$ cat config.mk
export PLATFORM = sky130hd
export DESIGN_NAME = oam_dma
export DESIGN_NICKNAME = d
export VERILOG_FILES = /design/src/rtl/nes_pkg.sv /design/src/rtl/oam_dma.sv
export SDC_FILE = /design/constraint.sdc
export NUM_CORES = 1
export LEC_CHECK = 0
export CAP_MARGIN = 20
export CELL_PAD_IN_SITES_DETAIL_PLACEMENT = 1
export CELL_PAD_IN_SITES_GLOBAL_PLACEMENT = 2
export CORE_ASPECT_RATIO = 1.1
export CORE_MARGIN = 3
export CORE_UTILIZATION = 25
export DETAILED_ROUTE_END_ITERATION = 10
export PLACE_DENSITY = 0.87
export SLEW_MARGIN = 10
export SYNTH_ARGS = -nofsm -noshare
export SYNTH_HDL_FRONTEND = slang
export SYNTH_SLANG_ARGS = --single-unit
$ cat constraint.sdc
create_clock -name cpu_clk -period 1.65 [get_ports cpu_clk]
set_clock_uncertainty 0.1 [all_clocks]
set_input_delay 0.2475 -clock cpu_clk [delete_from_list [all_inputs] [get_ports cpu_clk]]
set_output_delay 0.2475 -clock cpu_clk [all_outputs]
set_load 0.1 [all_outputs]
$ cat src/rtl/nes_pkg.sv
// Shared NES bus constants and the sprite-DMA state encoding.
// No logic: constants and types only.
// No flow control.
package nes_pkg;

   // CPU-visible register addresses used by the sprite DMA engine.
   localparam logic [15:0] OAMDMA_REG  = 16'h4014;
   localparam logic [15:0] OAMDATA_REG = 16'h2004;

   typedef enum logic [2:0] {
      IDLE,
      HALT,
      ALIGN,
      READ,
      WRITE
   } dma_state_t;

endpackage

$ cat src/rtl/oam_dma.sv
// Sprite DMA: on a CPU write to TRIGGER_ADDR, halts the CPU and copies page {data,00..FF} to DEST_ADDR.
// Latency: rdy drops the cycle after the trigger; 513 or 514 enabled cycles with rdy low depending on parity.
// Backpressure: cpu_en low freezes every register, so the transfer simply stretches.
module oam_dma
   import nes_pkg::*;
#(
   parameter logic [15:0] TRIGGER_ADDR = OAMDMA_REG,
   parameter logic [15:0] DEST_ADDR    = OAMDATA_REG
) (
   input  logic        cpu_clk,
   input  logic        reset,
   input  logic        cpu_en,
   input  logic [15:0] cpu_addr,
   input  logic        cpu_wr_n,
   input  logic [7:0]  cpu_dout,
   input  logic [7:0]  bus_din,
   output logic        rdy,
   output logic        dma_active,
   output logic [15:0] dma_addr,
   output logic        dma_wr_n,
   output logic [7:0]  dma_dout
);

   dma_state_t  state, state_n;
   logic [7:0]  page, page_n;
   logic [7:0]  idx, idx_n;
   logic        parity;
   logic [7:0]  dout_hold;

   logic        rdy_n;
   logic        active_n;
   logic        wr_n_n;
   logic [15:0] addr_n;

   // Next-state decode plus the bus outputs that go with the state being entered,
   // so the registered outputs always line up with the state register.
   always_comb begin
      state_n = state;
      page_n  = page;
      idx_n   = idx;
      case (state)
         IDLE: begin
            if (cpu_addr == TRIGGER_ADDR && !cpu_wr_n) begin
               state_n = HALT;
               page_n  = cpu_dout;
               idx_n   = 8'h00;
            end
         end
         // Odd halt cycle means the next cycle is even: go straight to READ.
         HALT:    state_n = parity ? READ : ALIGN;
         ALIGN:   state_n = READ;
         READ:    state_n = WRITE;
         WRITE: begin
            idx_n   = idx + 8'd1;
            state_n = (idx == 8'hFF) ? IDLE : READ;
         end
         default: state_n = IDLE;
      endcase

      rdy_n    = (state_n == IDLE);
      active_n = (state_n == READ) || (state_n == WRITE);
      wr_n_n   = (state_n != WRITE);
      addr_n   = dma_addr;
      if (state_n == READ) begin
         addr_n = {page_n, idx_n};
      end else if (state_n == WRITE) begin
         addr_n = DEST_ADDR;
      end
   end

   // State, counters and registered bus outputs; nothing moves unless cpu_en is high.
   always_ff @(posedge cpu_clk) begin
      if (reset) begin
         state      <= IDLE;
         page       <= 8'h00;
         idx        <= 8'h00;
         parity     <= 1'b0;
         rdy        <= 1'b1;
         dma_active <= 1'b0;
         dma_wr_n   <= 1'b1;
         dma_addr   <= 16'h0000;
         dout_hold  <= 8'h00;
      end else if (cpu_en) begin
         state      <= state_n;
         page       <= page_n;
         idx        <= idx_n;
         parity     <= ~parity;
         rdy        <= rdy_n;
         dma_active <= active_n;
         dma_wr_n   <= wr_n_n;
         dma_addr   <= addr_n;
         if (state == WRITE) begin
            dout_hold <= bus_din;
         end
      end
   end

   // The synchronous memory returns the READ data during the WRITE cycle itself, so it is
   // forwarded directly then; the hold register keeps the last byte stable afterwards.
   assign dma_dout = (state == WRITE) ? bus_din : dout_hold;

endmodule

==> summary.txt, run 1 <==
Outcome
  – Status: complete, but fails checks
  – Failing checks: setup timing

GRT
  – Largest net degree at the start of global routing: 26
  – Total GRT Usage: 17.8%
  – Initial antenna violation count: 0
  – First-pass GRT wire length: 15000 um
  – Gr ovfl total: 0
  – Vias in the first global route: 2912

Detailed routing
  – WL/cell: 21.0 um
  – DRC viols: 0
  – DRT Wirelength: 10800 um
  – Vias/cell: 5.30
  – TritonRoute pass-1 iters: 4
  – DRT antenna net count: 0
  – Via Count: 2712
  – DRT iter0 DRCs: 192

Power
  – Pleak: 1.79 nW
  – Total power: 2.57 mW
  – Peak supply drop: 0.000586 V
  – Cell Pwr Density: 571 nW/um^2

Setup path
  – Critical Path RT: 1.80 ns
  – Reg2reg setup slack: -0.33 ns
  – Worst R2R End: page[7]$_SDFFE_PP0P_
  – CP startpoint kind: register
  – Crit path max fanout: 5
  – CP endpoint kind: register
  – Critical path type: register to register
  – Worst r2r src: state[0]$_SDFFE_PP0P_
  – Arr. time, crit path: 2.12 ns
  – R2R cell count: 7

Synth
  – Largest family of logic cells by synthesized area: compound AO/OA/AOI/OAI gates
  – Mux cell area share after synthesis: 11.1%
  – Post-synthesis sequential area ratio: 40.1%
  – Post-synth EDFFs: 0
  – Yosys reg bits: 47
  – Synthesized netlist cell count: 268
  – Yosys warnings: 0
  – Ys flop type: dfxtp_1
  – Adder-cell share of the synthesized area: 0.533%
  – Compound-Gate Fraction of Synth Area: 22.2%
  – Syn Nets: 305
  – Synth unique cells: 48
  – Simple-Gate Fraction of Synth Area: 21.1%
  – Synth Cell Area: 2350 um^2
  – Avg Cell Area, Syn: 8.76 um^2
  – Synth Area in XOR/XNOR: 0.746%
  – Async SR Flop Fraction: 0%

Clocking
  – Hold Buf Count CTS: 0
  – Max Root-Sink Buffers: 2
  – CTS buffer count: 5
  – Clk sinks: 47
  – CTS clk-pin slew, worst paths: 0.10 ns
  – H-tree depth: 2
  – Clk Tree Root Cell: clkbuf_8
  – CTS tree: done
  – Clk_lat worst skew: 0.31 ns

Timing
  – Worst Tran Pin Value: 0.520 ns
  – Crit share post-route: 120%
  – Max_slew headroom: 65.3%
  – Highest Clock Rate: 506 MHz
  – Slew Viols, Final: 0
  – Setup slack after layout: -0.328 ns
  – Hold_ws: 0.368 ns
  – Final min period: 1.98 ns
  – Setup TNS: -11.05 ns
  – RSZ-0062 raised after global routing: true
  – Final number of setup-violating endpoints: 43
  – Final hold vios: 0

Die
  – Rows: 36
  – I/O pin count: 63
  – Core Region: 9010 um^2
  – Die H: 108 um
  – Initial core utilization: 26.1%
  – Die Width: 98.4 um
  – Total die area: 10600 um^2

Layout
  – Multi-input gate area: 1660 um^2
  – NumNets Final: 434
  – Commonest non-fill, non-tap cell in the layout: buf_4
  – Most frequent cells in the layout: 49 x buf_4, 44 x dfxtp_1, 32 x clkdlybuf4s50_1
  – Layout fillers: 991
  – Register area: 952 um^2
  – Number of diodes: 0
  – Area grow syn2layout: 92.0%
  – Fraction of layout cells with a size suffix above 1: 45.2%

Placement
  – GP Congestion: 0.825
  – Port buffer count: 62
  – Hpwl dp: 6130 um

Min path
  – Worst hold stages: 2
  – Hold_sp: page[2]$_SDFFE_PP0P_
  – Tightest Hold Check Type: register to register
  – Hold Path Sink: page[2]$_SDFFE_PP0P_

Job
  – Max-cap violations: 0
Yosys cell counts, types with 2 or more instances:
| library cell | count | area share [%] |
|---|---|---|
| a21o_1 | 5 | 1.6 |
| a21oi_1 | 20 | 4.3 |
| a22o_1 | 10 | 3.7 |
| a31oi_1 | 5 | 1.3 |
| and3_1 | 3 | 0.80 |
| buf_2 | 9 | 1.9 |
| clkbuf_1 | 10 | 1.6 |
| dfxtp_1 | 47 | 40 |
| inv_1 | 2 | 0.32 |
| mux2_2 | 8 | 3.8 |
| mux2i_1 | 17 | 7.2 |
| nand2_1 | 28 | 4.5 |
| nand2b_1 | 4 | 1.1 |
| nand3_1 | 9 | 1.9 |
| nand3b_1 | 3 | 0.96 |
| nand4b_1 | 2 | 0.75 |
| nor2_1 | 18 | 2.9 |
| nor2b_1 | 6 | 1.6 |
| nor3_1 | 2 | 0.43 |
| nor3b_1 | 2 | 0.64 |
| nor4_1 | 3 | 0.80 |
| nor4b_1 | 2 | 0.75 |
| o211ai_1 | 6 | 1.9 |
| o21a_1 | 2 | 0.64 |
| o21ai_0 | 12 | 2.6 |
| o21ai_1 | 2 | 0.43 |
| o2bb2ai_1 | 2 | 0.75 |
| o31a_1 | 3 | 1.1 |
| o31ai_1 | 3 | 0.96 |
| o41ai_1 | 2 | 0.75 |
| or3b_1 | 2 | 0.75 |
| or4_1 | 2 | 0.64 |
| xnor2_1 | 2 | 0.75 |
per-layer routing:
| layer | up-vias | wire (um) | track usage [%] |
|---|---|---|---|
| met5 | - | 0 | 0 |
| met1 | 1349 | 4040 | 18.2 |
| met3 | 29 | 418 | 3.82 |
| li1 | 1240 | - | - |
| met4 | 0 | 316 | 8.10 |
| met2 | 94 | 5980 | 34.1 |
critical path, stage by stage (launching register included):
cell     delay [ns]
dfxtp_4        0.37
buf_6          0.12
buf_6          0.12
buf_6          0.12
or2_4          0.27
nor4_4         0.41
buf_6          0.21
mux2i_1        0.20
layout make-up:
class | count | share of cell area, %
tap | 114 | 3.17
timing repair buffer | 142 | 36.0
sequential | 47 | 21.1
multi-input combinational | 198 | 36.8
clock buffer | 6 | 1.83
inverter | 3 | 0.250
clock inverter | 2 | 0.861
registers in the layout, summed over array words and instances, names as in the netlist:
| register | flops |
|---|---|
| dma_active | 1 |
| idx | 8 |
| state | 3 |
| dma_wr_n | 1 |
| dout_hold | 8 |
| rdy | 1 |
| page | 8 |
| parity | 1 |
| dma_addr | 16 |
report_power, final:
group / switching [mW] / internal [mW] / leakage [nW]
registers: 0.0141 / 1.14 / 0.382
clock network: 0.437 / 0.499 / 0.0618
logic: 0.224 / 0.256 / 1.35
metrics by stage:
stage	cell area [um^2]	cells	utilization (%)	setup WS, ns
2_1_floorplan	2440	268	-	-0.0537
3_5_place_dp	3780	479	41.9	-0.601
6_report	4510	512	50.0	-0.328
4_1_cts	4260	505	47.3	-0.301
3_3_place_gp	3780	479	41.9	-0.482
5_1_grt	4510	512	50.0	-0.394
how the worst max path moves through the flow:
stage	slack [ns]	endpoint	start	cells after the start
2_1_floorplan	-0.05	dout_hold[0]$_SDFFE_PP0P_	state[1]$_SDFFE_PP0P_	6
3_3_place_gp	-0.48	dma_addr[11]$_SDFFE_PP0P_	cpu_en	5
3_5_place_dp	-0.60	dma_addr[15]$_SDFFE_PP0P_	cpu_en	5
4_1_cts	-0.30	dma_dout[3]	state[0]$_SDFFE_PP0P_	4
5_1_grt	-0.39	page[7]$_SDFFE_PP0P_	state[0]$_SDFFE_PP0P_	7
6_report	-0.33	page[7]$_SDFFE_PP0P_	state[0]$_SDFFE_PP0P_	7
logic make-up after synthesis:
logic type                 after synthesis
AOI/OAI and AO/OA                       77
buffers and inverters                   23
adders and majority gates                1
muxes                                   25
and+or+nand+nor                         93
DFF                                     47
xor gates and xnor gates                 2
timing repair:
action	in CTS	in global routing
pin swaps	29	39
gates resized for setup	55	54
setup endpoints to repair	47	48
gates cloned	1	0
setup buffers	19	13
Power figures use the tool's default switching activity.
==> run 2: changes to the inputs <==
Settings changed: SKIP_CTS_REPAIR_TIMING from default to 1.
==> run 2 against run 1 <==
The run still ends with setup timing left. Sequential power barely moved. Total power down 3.1%. First-iteration DRC count down 59%. Global-route usage fell by 2.4 points. Highest routed layer unchanged. Largest power group unchanged. Die area did not move. Via count decreased by 4.1%. Cell count fell by 1.8%. Routed wire length is 17% lower. Design area is 4.9% lower.
==> summary.txt, run 2 (synthesis gave the netlist of run 1 again) <==
Layout
  – Max reg flops: 16 (unchanged)
  – Commonest non-fill, non-tap cell in the layout: buf_4
  – Final Util: 47.5% (-2.5 points)
  – Area grow syn2layout: 82.5%
  – Number of diodes: 0 (unchanged)
  – Fraction of layout cells with a size suffix above 1: 38.3% (-6.9 points)
  – NumNets Final: 425 (-2.1%)
  – Most flops, register: dma_addr
  – Final instance area: 4280 um^2 (-4.9%)
  – Most frequent cells in the layout: 57 x buf_4, 42 x dfxtp_1, 29 x buf_12

Setup path
  – CP endpoint kind: primary output
  – Arr. time, crit path: 1.64 ns (-0.48 ns)
  – CP startpoint kind: register
  – Crit path max fanout: 8 (+3)
  – Critical path type: register to primary output
  – Critical Path RT: 1.30 ns (-0.50 ns)

Clocking
  – CTS tree: done
  – H-tree depth: 2 (unchanged)
  – Clk sinks: 47 (unchanged)
  – CTS buffer count: 5 (unchanged)
  – Max Root-Sink Buffers: 2 (unchanged)
  – Clk_lat worst skew: 0.31 ns (about the same)
  – Clk Tree Root Cell: clkbuf_8
  – CTS clk-pin slew, worst paths: 0.09 ns (about the same)

Timing
  – Setup slack after layout: -0.336 ns (-0.00769 ns)
  – Slew Viols, Final: 0 (unchanged)
  – Highest Clock Rate: 504 MHz (-0.39%)
  – Final min period: 1.99 ns (+0.00769 ns)
  – Final number of setup-violating endpoints: 25 (-42%)
  – Setup TNS: -4.35 ns (+6.70 ns)
  – RSZ-0062 raised after global routing: true
  – Max_slew headroom: 69.8% (+4.6 points)
  – Final hold vios: 0 (unchanged)
  – Crit share post-route: 120% (+0.47 points)
  – Worst Tran Pin Value: 0.451 ns (-0.0683 ns)

GRT
  – Largest net degree at the start of global routing: 26 (unchanged)
  – Initial antenna violation count: 0 (unchanged)
  – First-pass GRT wire length: 13300 um (-12%)
  – Gr ovfl total: 0 (unchanged)
  – Vias in the first global route: 2684 (-7.8%)
  – Total GRT Usage: 15.4% (-2.4 points)

Placement
  – Post-Place Setup Slack: -0.601 ns (unchanged)
  – Placed Area: 3780 um^2 (unchanged)
  – Hpwl dp: 6130 um (unchanged)
  – Port buffer count: 62 (unchanged)
  – GP Congestion: 0.825 (unchanged)

Detailed routing
  – DRC viols: 0 (unchanged)
  – Via Count: 2600 (-4.1%)
  – DRT Wirelength: 8940 um (-17%)
  – Vias/cell: 5.17 (-2.4%)
  – WL/cell: 17.8 um (-15%)
  – DRT iter0 DRCs: 79 (-59%)
  – TritonRoute pass-1 iters: 5 (+1)
  – DRT antenna net count: 0 (unchanged)

Die
  – Die Width: 98.4 um (unchanged)
  – Rows: 36 (unchanged)
  – Core Region: 9010 um^2 (unchanged)
  – Initial core utilization: 26.1% (unchanged)
  – I/O pin count: 63 (unchanged)
  – Total die area: 10600 um^2 (unchanged)
  – Die H: 108 um (unchanged)

Outcome
  – Status: complete, but fails checks
  – Failing checks: setup timing

Min path
  – Tightest Hold Check Type: register to register

Power
  – Pleak: 1.76 nW (-1.7%)
  – Peak supply drop: 0.000341 V (-42%)
  – Cell Pwr Density: 582 nW/um^2 (+1.9%)
  – Total power: 2.49 mW (-3.1%)

Job
  – Max-cap violations: 0 (unchanged)
run 2: cell types whose count changed in the layout (fill, tap and decap cells not counted), moves of 3 or more:
cell | before | now
buf_6 | 30 | 11
dlymetal6s2s_1 | 2 | 12
clkdlybuf4s50_1 | 32 | 23
buf_4 | 49 | 57
a21oi_1 | 9 | 15
a21oi_2 | 10 | 4
nand2_1 | 24 | 27
nand2_2 | 3 | 0
nor2_4 | 3 | 0
run 2: layer usage:
layer / wire (um) / vias up / global-route usage [%]
li1: - / 1221 / -
met1: 3510 / 1283 / 17.2
met2: 4820 / 73 / 29.4
met3: 385 / 23 / 2.72
met4: 215 / 0 / 4.68
met5: 0 / - / 0
run 2: worst paths after layout:
| path | startpoint | end | slack, ns | cells past startpoint |
|---|---|---|---|---|
| setup / recovery | state[2]$_SDFFE_PP0P_ | dma_dout[3] | -0.34 | 4 |
| hold reg to reg | page[2]$_SDFFE_PP0P_ | page[2]$_SDFFE_PP0P_ | 0.37 | 2 |
| hold / removal | page[2]$_SDFFE_PP0P_ | page[2]$_SDFFE_PP0P_ | 0.37 | 2 |
| setup reg to reg | state[0]$_SDFFE_PP0P_ | page[7]$_SDFFE_PP0P_ | -0.16 | 7 |
run 2: power by group:
part / leakage [nW] / switching (mW) / internal (mW) / total (mW)
Sequential: 0.383 / 0.0159 / 1.14 / 1.16
Combinational: 1.32 / 0.190 / 0.214 / 0.404
Clock: 0.0618 / 0.430 / 0.499 / 0.930
Total: 1.76 / 0.637 / 1.85 / 2.49
run 2: area by class of cell:
cell class              instances  area [um^2]
clock buffers                   6         82.6
inverters                       3         11.3
well taps                     114          143
repair buffers                133         1530
fillers                       996         4730
flip-flops and latches         47          955
clock inverters                 2         38.8
multi-input cells             198         1530
run 2: worst max-delay path: stages (launching register included):
cell and delay [ns]:
dfxtp_4 0.39, nor3b_4 0.23, buf_6 0.19, mux2_4 0.34
buf_12 0.17
run 2: stage by stage:
stage / std cells / hold WS [ns]
after floorplan: 268 / 0.290
after global placement: 479 / 0.344
after detailed placement: 479 / 0.357
after CTS: 487 / 0.371
after global routing: 503 / 0.395
final: 503 / 0.367
